## config.mk

```make
export PLATFORM = sky130hd
export DESIGN_NAME = subservient_loader_flat
export DESIGN_NICKNAME = d
export VERILOG_FILES = /design/src/rtl/subservient_pkg.sv /design/src/rtl/subservient_loader_if.sv /design/src/rtl/subservient_loader.sv /design/src/flat_wrapper.sv
export SDC_FILE = /design/constraint.sdc
export NUM_CORES = 1
export LEC_CHECK = 0
export BUFFER_PORTS_ARGS = -buffer_cell sky130_fd_sc_hd__buf_4
export CORE_ASPECT_RATIO = 0.75
export CORE_UTILIZATION = 56
export CTS_CLUSTER_SIZE = 25
export DETAILED_ROUTE_END_ITERATION = 10
export HOLD_SLACK_MARGIN = 0.12
export MAX_ROUTING_LAYER = met4
export PLACE_DENSITY = 0.84
export RECOVER_POWER = 50
export SYNTH_ARGS = -nofsm -noshare
export SYNTH_HDL_FRONTEND = slang
export SYNTH_SLANG_ARGS = --single-unit
```

## constraint.sdc

```tcl
create_clock -name i_clk -period 3.32 [get_ports i_clk]
set_input_delay 0.332 -clock i_clk [delete_from_list [all_inputs] [get_ports i_clk]]
set_output_delay 0.332 -clock i_clk [all_outputs]
set_load 0.01 [all_outputs]
```

## src/rtl/subservient_pkg.sv

```systemverilog
// Shared types and constants for the subservient SRAM loader.
// Holds the loader FSM encoding and the full-word byte-select constant.
package subservient_pkg;

    typedef enum logic [1:0] {
        IDLE    = 2'd0,
        COLLECT = 2'd1,
        WRITE   = 2'd2,
        DONE    = 2'd3
    } state_t;

    localparam logic [3:0] WB_SEL_ALL = 4'hf;

endpackage

```

## src/rtl/subservient_loader_if.sv

```systemverilog
// Byte stream (valid/ready) plus 32-bit Wishbone write port of the loader.
// master: loader side (consumes bytes, drives the bus); slave: stream source + arbiter.
interface subservient_loader_if #(
    parameter int aw = 8
);
    logic [7:0]    data;
    logic          valid;
    logic          ready;
    logic [aw-3:0] adr;
    logic [31:0]   dat;
    logic [3:0]    sel;
    logic          we;
    logic          stb;
    logic          ack;

    modport master (
        input  data, valid, ack,
        output ready, adr, dat, sel, we, stb
    );

    modport slave (
        output data, valid, ack,
        input  ready, adr, dat, sel, we, stb
    );
endinterface

```

## src/rtl/subservient_loader.sv

```systemverilog
// Fills the shared RF/data SRAM from a byte stream, one full-word Wishbone write
// per 4 bytes (little-endian), holding the CPU in reset until the load is done.
// Ports: i_clk, i_rst_n (async, active low), i_start/i_nwords (load request),
// bus (stream in + Wishbone out), o_cpu_rst (active high), o_done.
module subservient_loader
    import subservient_pkg::*;
#(
    parameter int depth = 256,
    parameter int aw    = $clog2(depth)
) (
    input  logic                 i_clk,
    input  logic                 i_rst_n,
    input  logic                 i_start,
    input  logic [aw-2:0]        i_nwords,
    subservient_loader_if.master bus,
    output logic                 o_cpu_rst,
    output logic                 o_done
);

    localparam int CW = aw - 1;

    state_t          state;
    state_t          state_nxt;
    logic [CW-1:0]   cnt;
    logic [CW-1:0]   cnt_inc;
    logic [CW-1:0]   nwords;
    logic [1:0]      bidx;
    logic [31:0]     dat;
    logic            accept;

    assign accept  = bus.valid && (state == COLLECT);
    // Counter is one bit wider than the address so depth/4 words fit.
    assign cnt_inc = cnt + CW'(1);

    always_comb begin
        state_nxt = state;
        unique case (state)
            IDLE: begin
                if (i_start)
                    state_nxt = (i_nwords == '0) ? DONE : COLLECT;
            end
            COLLECT: begin
                if (accept && bidx == 2'd3)
                    state_nxt = WRITE;
            end
            WRITE: begin
                if (bus.ack)
                    state_nxt = (cnt_inc == nwords) ? DONE : COLLECT;
            end
            DONE: state_nxt = DONE;
            default: state_nxt = IDLE;
        endcase
    end

    always_ff @(posedge i_clk or negedge i_rst_n) begin
        if (!i_rst_n) begin
            state  <= IDLE;
            cnt    <= '0;
            nwords <= '0;
            bidx   <= '0;
            dat    <= '0;
        end else begin
            state <= state_nxt;
            if (state == IDLE && i_start) begin
                nwords <= i_nwords;
                cnt    <= '0;
                bidx   <= '0;
            end
            if (accept) begin
                dat[{bidx, 3'b000} +: 8] <= bus.data;
                bidx <= bidx + 2'd1;
            end
            if (state == WRITE && bus.ack)
                cnt <= cnt_inc;
        end
    end

    // All outputs are registers or pure state decodes.
    assign bus.ready = (state == COLLECT);
    assign bus.stb   = (state == WRITE);
    assign bus.we    = (state == WRITE);
    assign bus.sel   = (state == WRITE) ? WB_SEL_ALL : 4'h0;
    assign bus.adr   = cnt[aw-3:0];
    assign bus.dat   = dat;
    assign o_done    = (state == DONE);
    assign o_cpu_rst = (state != DONE);

endmodule
```

## src/flat_wrapper.sv

```systemverilog
// flat-port wrapper written by rule: the top's interface ports become plain ports
module subservient_loader_flat import subservient_pkg::*;
#(
    parameter int depth = 256,
    parameter int aw    = $clog2(depth)
)
  (i_clk, i_rst_n, i_start, i_nwords, o_cpu_rst, o_done, bus_data, bus_valid, bus_ack, bus_ready, bus_adr, bus_dat, bus_sel, bus_we, bus_stb);
  subservient_loader_if #(.aw(aw)) bus_i ();
  input  logic i_clk;
  input  logic i_rst_n;
  input  logic i_start;
  input  logic [aw-2:0] i_nwords;
  output logic o_cpu_rst;
  output logic o_done;
  input wire logic [$bits(bus_i.data)-1:0] bus_data;
  input wire logic [$bits(bus_i.valid)-1:0] bus_valid;
  input wire logic [$bits(bus_i.ack)-1:0] bus_ack;
  output wire logic [$bits(bus_i.ready)-1:0] bus_ready;
  output wire logic [$bits(bus_i.adr)-1:0] bus_adr;
  output wire logic [$bits(bus_i.dat)-1:0] bus_dat;
  output wire logic [$bits(bus_i.sel)-1:0] bus_sel;
  output wire logic [$bits(bus_i.we)-1:0] bus_we;
  output wire logic [$bits(bus_i.stb)-1:0] bus_stb;
  assign bus_i.data = bus_data;
  assign bus_i.valid = bus_valid;
  assign bus_i.ack = bus_ack;
  assign bus_ready = bus_i.ready;
  assign bus_adr = bus_i.adr;
  assign bus_dat = bus_i.dat;
  assign bus_sel = bus_i.sel;
  assign bus_we = bus_i.we;
  assign bus_stb = bus_i.stb;
  subservient_loader #(.depth(depth), .aw(aw)) u_core (.i_clk(i_clk), .i_rst_n(i_rst_n), .i_start(i_start), .i_nwords(i_nwords), .bus(bus_i), .o_cpu_rst(o_cpu_rst), .o_done(o_done));
endmodule
```

==> results of run 1 <==
path summary, 6_finish.rpt:
check                                              startpoint  slack, ps                        endpoint
worst min-delay path                              i_nwords[3]        270    u_core.nwords[3]$_DFFE_PN0P_
worst max-delay path               u_core.bidx[0]$_DFFE_PN0P_       1360  u_core.bus.dat[21]$_DFFE_PN0P_
worst min register to register  u_core.bus.dat[7]$_DFFE_PN0P_        490   u_core.bus.dat[7]$_DFFE_PN0P_
min in group asynchronous                             i_rst_n        810    u_core.nwords[6]$_DFFE_PN0P_
max in group asynchronous                             i_rst_n       1780      u_core.bidx[1]$_DFFE_PN0P_
worst max register to register     u_core.bidx[0]$_DFFE_PN0P_       1360  u_core.bus.dat[21]$_DFFE_PN0P_
worst max-delay path: cells and delay by family, from the launching register on:
kind	cells	cell delay, ps
buf+inv	1	200
compound gates	1	170
flops	1	480
simple gates	2	570
fa+ha+maj	1	440
flip-flops by register name, summed over array words and instances, names as in the netlist:
| signal | flops |
|---|---|
| u_core.bus.dat | 32 |
| u_core.cnt | 7 |
| u_core.nwords | 7 |
| u_core.bidx | 2 |
| u_core.state | 2 |
cell usage after synthesis:
library cell	instances	area share, %
sky130_fd_sc_hd__nor2_1	4	0.60
sky130_fd_sc_hd__nand2_1	60	9.0
sky130_fd_sc_hd__ha_1	6	3.0
sky130_fd_sc_hd__and4_1	1	0.35
sky130_fd_sc_hd__nand3_2	1	0.40
sky130_fd_sc_hd__o22ai_1	4	1.0
sky130_fd_sc_hd__o31ai_1	2	0.60
sky130_fd_sc_hd__mux2_2	7	3.2
sky130_fd_sc_hd__buf_6	3	1.4
sky130_fd_sc_hd__buf_4	15	4.5
sky130_fd_sc_hd__buf_2	2	0.40
sky130_fd_sc_hd__and3_4	1	0.45
sky130_fd_sc_hd__o21ai_1	3	0.60
sky130_fd_sc_hd__nor3b_4	1	0.75
sky130_fd_sc_hd__o21ai_0	32	6.4
sky130_fd_sc_hd__nand3_1	5	1.0
sky130_fd_sc_hd__o41ai_2	1	0.65
sky130_fd_sc_hd__nand4_1	1	0.25
sky130_fd_sc_hd__xor2_1	5	1.8
sky130_fd_sc_hd__and3b_1	2	0.70
sky130_fd_sc_hd__xnor2_1	3	1.1
sky130_fd_sc_hd__nor3b_2	3	1.5
sky130_fd_sc_hd__a31o_2	1	0.35
sky130_fd_sc_hd__a21oi_1	4	0.80
sky130_fd_sc_hd__and2b_1	1	0.30
sky130_fd_sc_hd__a22o_1	10	3.5
sky130_fd_sc_hd__and3_1	1	0.25
sky130_fd_sc_hd__o221ai_1	1	0.35
sky130_fd_sc_hd__nand3b_1	1	0.30
sky130_fd_sc_hd__nor4_4	1	0.85
sky130_fd_sc_hd__dfrtp_1	50	50
sky130_fd_sc_hd__or2_2	1	0.25
sky130_fd_sc_hd__nor2_2	1	0.25
sky130_fd_sc_hd__or4_1	2	0.60
sky130_fd_sc_hd__nor2b_1	1	0.25
sky130_fd_sc_hd__and2_1	1	0.25
sky130_fd_sc_hd__inv_1	7	1.1
sky130_fd_sc_hd__a31oi_1	1	0.25
sky130_fd_sc_hd__a2111oi_2	1	0.60
cell usage in the layout, fill, tap and decap left out, drive strengths merged, types with 5 or more instances in the layout:
cell,count
o21ai,35
dfrtp,50
clkbuf,30
ha,6
mux2,7
nand2,60
xor2,5
inv,7
nor2,5
a22o,10
buf,42
nand3,6
power groups by stage:
stage / registers (mW) / clock network [mW] / logic [mW]
floorplan: 0.987 / 0 / 0.666
global placement: 0.989 / 0 / 0.991
detailed placement: 1.00 / 0 / 1.02
global route: 1.02 / 0.471 / 1.06
finish: 0.992 / 0.435 / 0.957
CTS: 0.990 / 0.442 / 1.02
metal layers:
metal  up-vias  routed length, µm
met5         -                  0
met4         0                 44
met3         4                350
met2        59               2440
met1       953               2650
li1        951                  -
cells by family after synthesis:
family,synth area share [%]
compound gates,15.2
buf+inv,7.33
mux,3.16
xor+xnor,2.81
simple gates,18.4
fa+ha+maj,3.01
flops,50.2
cell type report:
class / instances / area, µm²
Inverter: 7 / 26.3
Multi-Input combinational cell: 170 / 1060
Clock inverter: 1 / 30.0
Timing Repair Buffer: 67 / 417
Tap cell: 55 / 68.8
Clock buffer: 6 / 82.6
Sequential cell: 50 / 1250
Fill cell: 328 / 1220
==> results.yml, run 1 <==
finish:
  design_area_um2: 2940
  post_layout_nonfiller_instances: 356
  nets: 327
  final_core_utilization_pct: 70.7
  layout-drive-gt1-share_pct: 22.9
  synthToLayoutAreaGrowth_pct: 17.7
  antenna_cells_inserted: 0
pwr:
  power.share.sequential_pct: 41.6
  p_clk_share_pct: 18.3
  netSwitchingFraction_pct: 38.2
  totalPowerFinal_mw: 2.38
  internal-power_mw: 1.47
  p_switching_mw: 0.912
  comb_power_share_pct: 40.1
  worst_ir_drop_vdd_uv: 450
  power_density_nw_per_um2: 812
  power_leakage_nw: 1.35
clock_tree:
  hold_buffers: 1
  cts_resized: 0
  clkTransAtPathRegs_ps: 90
  cts_max_path_buffers: 2
  tritoncts: "yes"
  clkLatencyLatePin_ps: 300
  cts_setup_buffers: 0
  numCtsBuffers: 5
  cts-root-buf: "sky130_fd_sc_hd__clkbuf_8"
  cts.sinks: 50
  clock_tree.htree_level_count: 2
global_routing:
  grt_pass1_vias: 1727
  global_route.peak_usage_layer: "met1"
  grt_use_total_pct: 26.4
  global_route_wire_length_before_repair_mm: 8.87
  gr-usage-met2_pct: 36.0
  maximum_number_of_pins_on_one_net_before_global_route_repair: 51
  initial_antenna_violation_count: 0
  met1_usage_pct: 40.3
  globalRouteOverflowTotal: 0
  grt.met3_usage_pct: 4.58
setup_path:
  reg2reg_depth: 5
  critical_path.max_fanout: 8
  worstPathRequired_ps: 3530
  crit_path_end_kind: "flop"
  timing.critical_path.slowest_cell_delay_ps: 480
  worst_path_max_delay_cell: "sky130_fd_sc_hd__dfrtp_1"
  critPathArrivalTime_ps: 2170
  path_cells: "inv_1, ha_1, nor3b_2, nand2_1, o21ai_0"
  critPathLaunchType: "flop"
  timing.setup.critical_path_class: "reg2reg"
sta:
  rsz0062_at_grt: "false"
  timing.clock.skew_ps: 6.93
  post-route-period-util_pct: 59.1
  fmax_ghz: 0.510
  finalHoldViolCount: 0
  slew_of_the_pin_with_the_lowest_slew_margin_ps: 1200
  fin_setup_tns_ps: 0
  min_period_ps: 1960
  setup_violations: 0
  slew-limit-headroom_pct: 20.1
  worst_slack_ps: 1360
  timing.final.max_slew_violations: 0
  fin_hold_ws_ps: 270
run:
  max-cap-violations: 0
outcome:
  outcome: "finished clean"
placement:
  buffer_ports.inserted: 66
  total_placed_cells_including_tap_cells: 348
  place_hpwl_mm: 4.04
  placed_area_um2: 2900
  pre_cts_ws_ps: 1380
  place.gp.congestion: 0.850
yosys:
  synth-seq-cells: 50
  syn_area_um2: 2490
  ys.warnings.count: 0
  synth_cells: 247
  synth.yosys.seq_area_share_pct: 50.2
  synthesis.nets: 273
  yosysUniqueCellTypes: 39
  syn-mean-instance-area_um2: 10.1
floorplan:
  rows: 20
  die_area_um2: 4730
  floorplan.die.width_um: 79.1
  initial_core_util_pct: 60.0
  core_area_um2: 4150
  dieHeight_um: 59.8
  io-pin-count: 67
routing:
  detail_route.vias_per_cell: 5.53
  drtAntennaViolNets: 0
  detailroute.via_count: 1967
  wl_per_cell_um: 15.4
  detail_route.iter0.violations: 152
  remaining_drc_errors: 0
  detail_route.wirelength_mm: 5.49
  first_pass_iters: 4
hold_path:
  worstHoldPathType: "in2reg"
  hold-path-cell-count: 2
Power figures use the tool's default switching activity.
==> inputs of run 2 (changes only) <==
--- a/config.mk
+++ b/config.mk
@@ -5,14 +5,15 @@
 export SDC_FILE = /design/constraint.sdc
 export NUM_CORES = 1
 export LEC_CHECK = 0
+export ABC_AREA = 1
 export BUFFER_PORTS_ARGS = -buffer_cell sky130_fd_sc_hd__buf_4
 export CORE_ASPECT_RATIO = 0.75
-export CORE_UTILIZATION = 56
+export CORE_UTILIZATION = 48
 export CTS_CLUSTER_SIZE = 25
 export DETAILED_ROUTE_END_ITERATION = 10
 export HOLD_SLACK_MARGIN = 0.12
 export MAX_ROUTING_LAYER = met4
-export PLACE_DENSITY = 0.84
+export PLACE_DENSITY = 0.76
 export RECOVER_POWER = 50
 export SYNTH_ARGS = -nofsm -noshare
 export SYNTH_HDL_FRONTEND = slang
==> constraint.sdc (replaced) <==
create_clock -name i_clk -period 1.8 [get_ports i_clk]
set_input_delay 0.18 -clock i_clk [delete_from_list [all_inputs] [get_ports i_clk]]
set_output_delay 0.18 -clock i_clk [all_outputs]
set_load 0.01 [all_outputs]
==> run 2 against run 1 <==
Routed wire length is 10% higher; critical endpoint is now u_core.state[1]$_DFFE_PN0P_; sequential cell count stayed put; utilization is 8.6 points lower; maximum frequency is 23% higher.
==> results.yml, run 2 <==
outcome:
  outcome: "finished clean"
floorplan:
  rows: 22
  dieHeight_um: 66
  initial_core_util_pct: 51.8
  floorplan.die.width_um: 87.3
  core_area_um2: 5060
  die_area_um2: 5760
  io-pin-count: 67
hold_path:
  hold-path-cell-count: 3
  worstHoldPathType: "in2reg"
  holdCritStartpoint: "bus_data[5]"
sta:
  timing.final.max_slew_violations: 0
  timing.clock.skew_ps: 13.3
  fmax_ghz: 0.627
  fin_hold_ws_ps: 137
  min_period_ps: 1600
  setup_violations: 0
  rsz0062_at_grt: "false"
  worst_slack_ps: 205
  slew_of_the_pin_with_the_lowest_slew_margin_ps: 1210
  slew-limit-headroom_pct: 19.2
  post-route-period-util_pct: 88.6
  fin_setup_tns_ps: 0
  finalHoldViolCount: 0
setup_path:
  timing.critical_path.slowest_cell_delay_ps: 460
  critPathArrivalTime_ps: 1810
  worst_r2r_startpoint: "u_core.cnt[1]$_DFFE_PN0P_"
  critical_path.max_fanout: 7
  timing.setup.critical_path_class: "reg2reg"
  worstPathRequired_ps: 2020
  crit_top_cell: "sky130_fd_sc_hd__nand2_1"
  crit_path_end_kind: "flop"
  reg2reg_depth: 11
  critPathLaunchType: "flop"
  critical_path.startpoint: "u_core.cnt[1]$_DFFE_PN0P_"
  path_cells: "ha_1, inv_1, nand2_1, nand2_1, nand2_1, nand2_1, inv_1, nand3_1, nor2_1, nand2_1, a21oi_1"
  timing.critical_path.max_delay_family: "simple AND/OR/NAND/NOR gates"
  crit_buf_inv: 2
  worst_path_max_delay_cell: "sky130_fd_sc_hd__dfrtp_1"
  timing.critical_path.depth: 11
finish:
  reg_top3: "u_core.bus.dat (32), u_core.cnt (7), u_core.nwords (7)"
  nets: 391
  final_core_utilization_pct: 62.1
  layout-drive-gt1-share_pct: 21.9
  mostFrequentLayoutCell: "sky130_fd_sc_hd__nand2_1"
  antenna_cells_inserted: 0
  largest-register: "u_core.bus.dat"
  synthToLayoutAreaGrowth_pct: 19.9
  most_used_cells_in_the_layout_excluding_fill_and_tap_cells: "sky130_fd_sc_hd__nand2_1, sky130_fd_sc_hd__dfrtp_1, sky130_fd_sc_hd__buf_4, sky130_fd_sc_hd__inv_1, sky130_fd_sc_hd__nand3_1"
  largest_register_ffs: 32
yosys:
  synth-seq-cells: 50
  ys.warnings.count: 0
  yosys-top-cells-area: "sky130_fd_sc_hd__dfrtp_1, sky130_fd_sc_hd__nand2_1, sky130_fd_sc_hd__nand3_1"
  synth_commonest_cells: "sky130_fd_sc_hd__nand2_1, sky130_fd_sc_hd__dfrtp_1, sky130_fd_sc_hd__inv_1, sky130_fd_sc_hd__nand3_1, sky130_fd_sc_hd__o21ai_0"
  synth_top_family_by_area: "simple AND/OR/NAND/NOR gates"
  synth.yosys.seq_area_share_pct: 47.7
  syn-mean-instance-area_um2: 8.65
  synthMuxAreaShare_pct: 0
  synthDominantAreaCellType: "sky130_fd_sc_hd__dfrtp_1"
  synthArstFlopShare_pct: 100
  compound_cell_area_share_of_the_yosys_netlist_pct: 11.7
  yosysUniqueCellTypes: 29
  yosysMostFrequentCell: "sky130_fd_sc_hd__nand2_1"
  yosys_most_used_dff: "sky130_fd_sc_hd__dfrtp_1"
  yosys.area_share.simple_pct: 27.2
  syn_area_um2: 2620
  synthesis.nets: 329
  synth_cells: 303
  synth.top_cell.area_share_pct: 47.7
  number_of_synthesized_flops_with_an_enable_pin: 0
  synthesized_area_fraction_occupied_by_xor_and_xnor_cells_pct: 0.334
  synth_fa_ha_area_share_pct: 2.86
placement:
  buffer_ports.inserted: 66
  pre_cts_ws_ps: 252
  place.gp.congestion: 0.867
  place_hpwl_mm: 4.56
clock_tree:
  cts_setup_buffers: 0
  clkLatencyLatePin_ps: 300
  tritoncts: "yes"
  hold_buffers: 2
  cts-root-buf: "sky130_fd_sc_hd__clkbuf_8"
  clkTransAtPathRegs_ps: 100
  cts_max_path_buffers: 2
  numCtsBuffers: 5
  cts_resized: 0
  clock_tree.htree_level_count: 2
  cts.sinks: 50
run:
  max-cap-violations: 0
global_routing:
  global_route_wire_length_before_repair_mm: 9.80
  maximum_number_of_pins_on_one_net_before_global_route_repair: 51
  initial_antenna_violation_count: 0
  grt_pass1_vias: 2038
  globalRouteOverflowTotal: 0
  grt_use_total_pct: 23.2
pwr:
  power_leakage_nw: 1.59
  power_density_nw_per_um2: 1540
  worst_ir_drop_vdd_uv: 848
routing:
  drtAntennaViolNets: 0
  detail_route.wirelength_mm: 6.06
  detail_route.iter0.violations: 257
  remaining_drc_errors: 0
  first_pass_iters: 5
  detail_route.vias_per_cell: 5.27
  wl_per_cell_um: 13.8
  detailroute.via_count: 2308
==> run 2: final timing paths <==
check / endpoint / slack (ps)
max in group asynchronous: u_core.cnt[3]$_DFFE_PN0P_ / 360
min: u_core.bus.dat[5]$_DFFE_PN0P_ / 140
max: u_core.state[1]$_DFFE_PN0P_ / 200
min reg2reg: u_core.bus.dat[24]$_DFFE_PN0P_ / 490
min in group asynchronous: u_core.bus.dat[2]$_DFFE_PN0P_ / 690
max reg2reg: u_core.state[1]$_DFFE_PN0P_ / 200
==> run 2: final cells by class <==
| type | count | area, µm² |
|---|---|---|
| clock buffer | 5 | 68.8 |
| clock inverter | 3 | 23.8 |
| fill | 463 | 1920 |
| inverter | 34 | 128 |
| multi-input combinational | 199 | 1100 |
| sequential | 50 | 1250 |
| tap | 72 | 90.1 |
| timing repair buffer | 75 | 479 |
==> run 2: through the flow <==
stage          std cells  power (mW)  cell area, µm²
5_1_grt              438        5.24            3140
6_report             438        4.84            3140
2_1_floorplan        303        3.41            2620
4_1_cts              438        4.97            3230
3_5_place_dp         428        4.31            3120
3_3_place_gp         428        4.25            3120
==> run 2: kinds of logic (layout without fill, tap and decap cells) <==
logic type	Yosys count	count (layout)
simple gates	142	142
buf+inv	54	117
compound gates	50	50
flops	50	50
fa+ha+maj	6	6
xor+xnor	1	1
==> run 2: where the power goes <==
group	total, mW	switching, mW	internal [mW]
Clock	0.658	0.380	0.278
Sequential	1.82	0.317	1.50
Combinational	2.36	1.47	0.895
Total	4.84	2.16	2.68
==> run 2: worst register-to-register path, delay by kind of cell, from the launching register on <==
kind                     cells  cell delay [ps]
buffers and inverters        2              120
flip-flops                   1              460
AO/OA/AOI/OAI                1              120
adder cells (fa/ha/maj)      1              340
AND/OR/NAND/NOR              7              480
==> run 2: layer usage <==
layer  global-route usage [%]  vias up  routed length (µm)
met2                     31.6      102                2580
li1                         -     1123                   -
met4                     6.76        0                  61
met3                     3.62        4                 408
met5                        -        -                   0
met1                     35.3     1079                3010
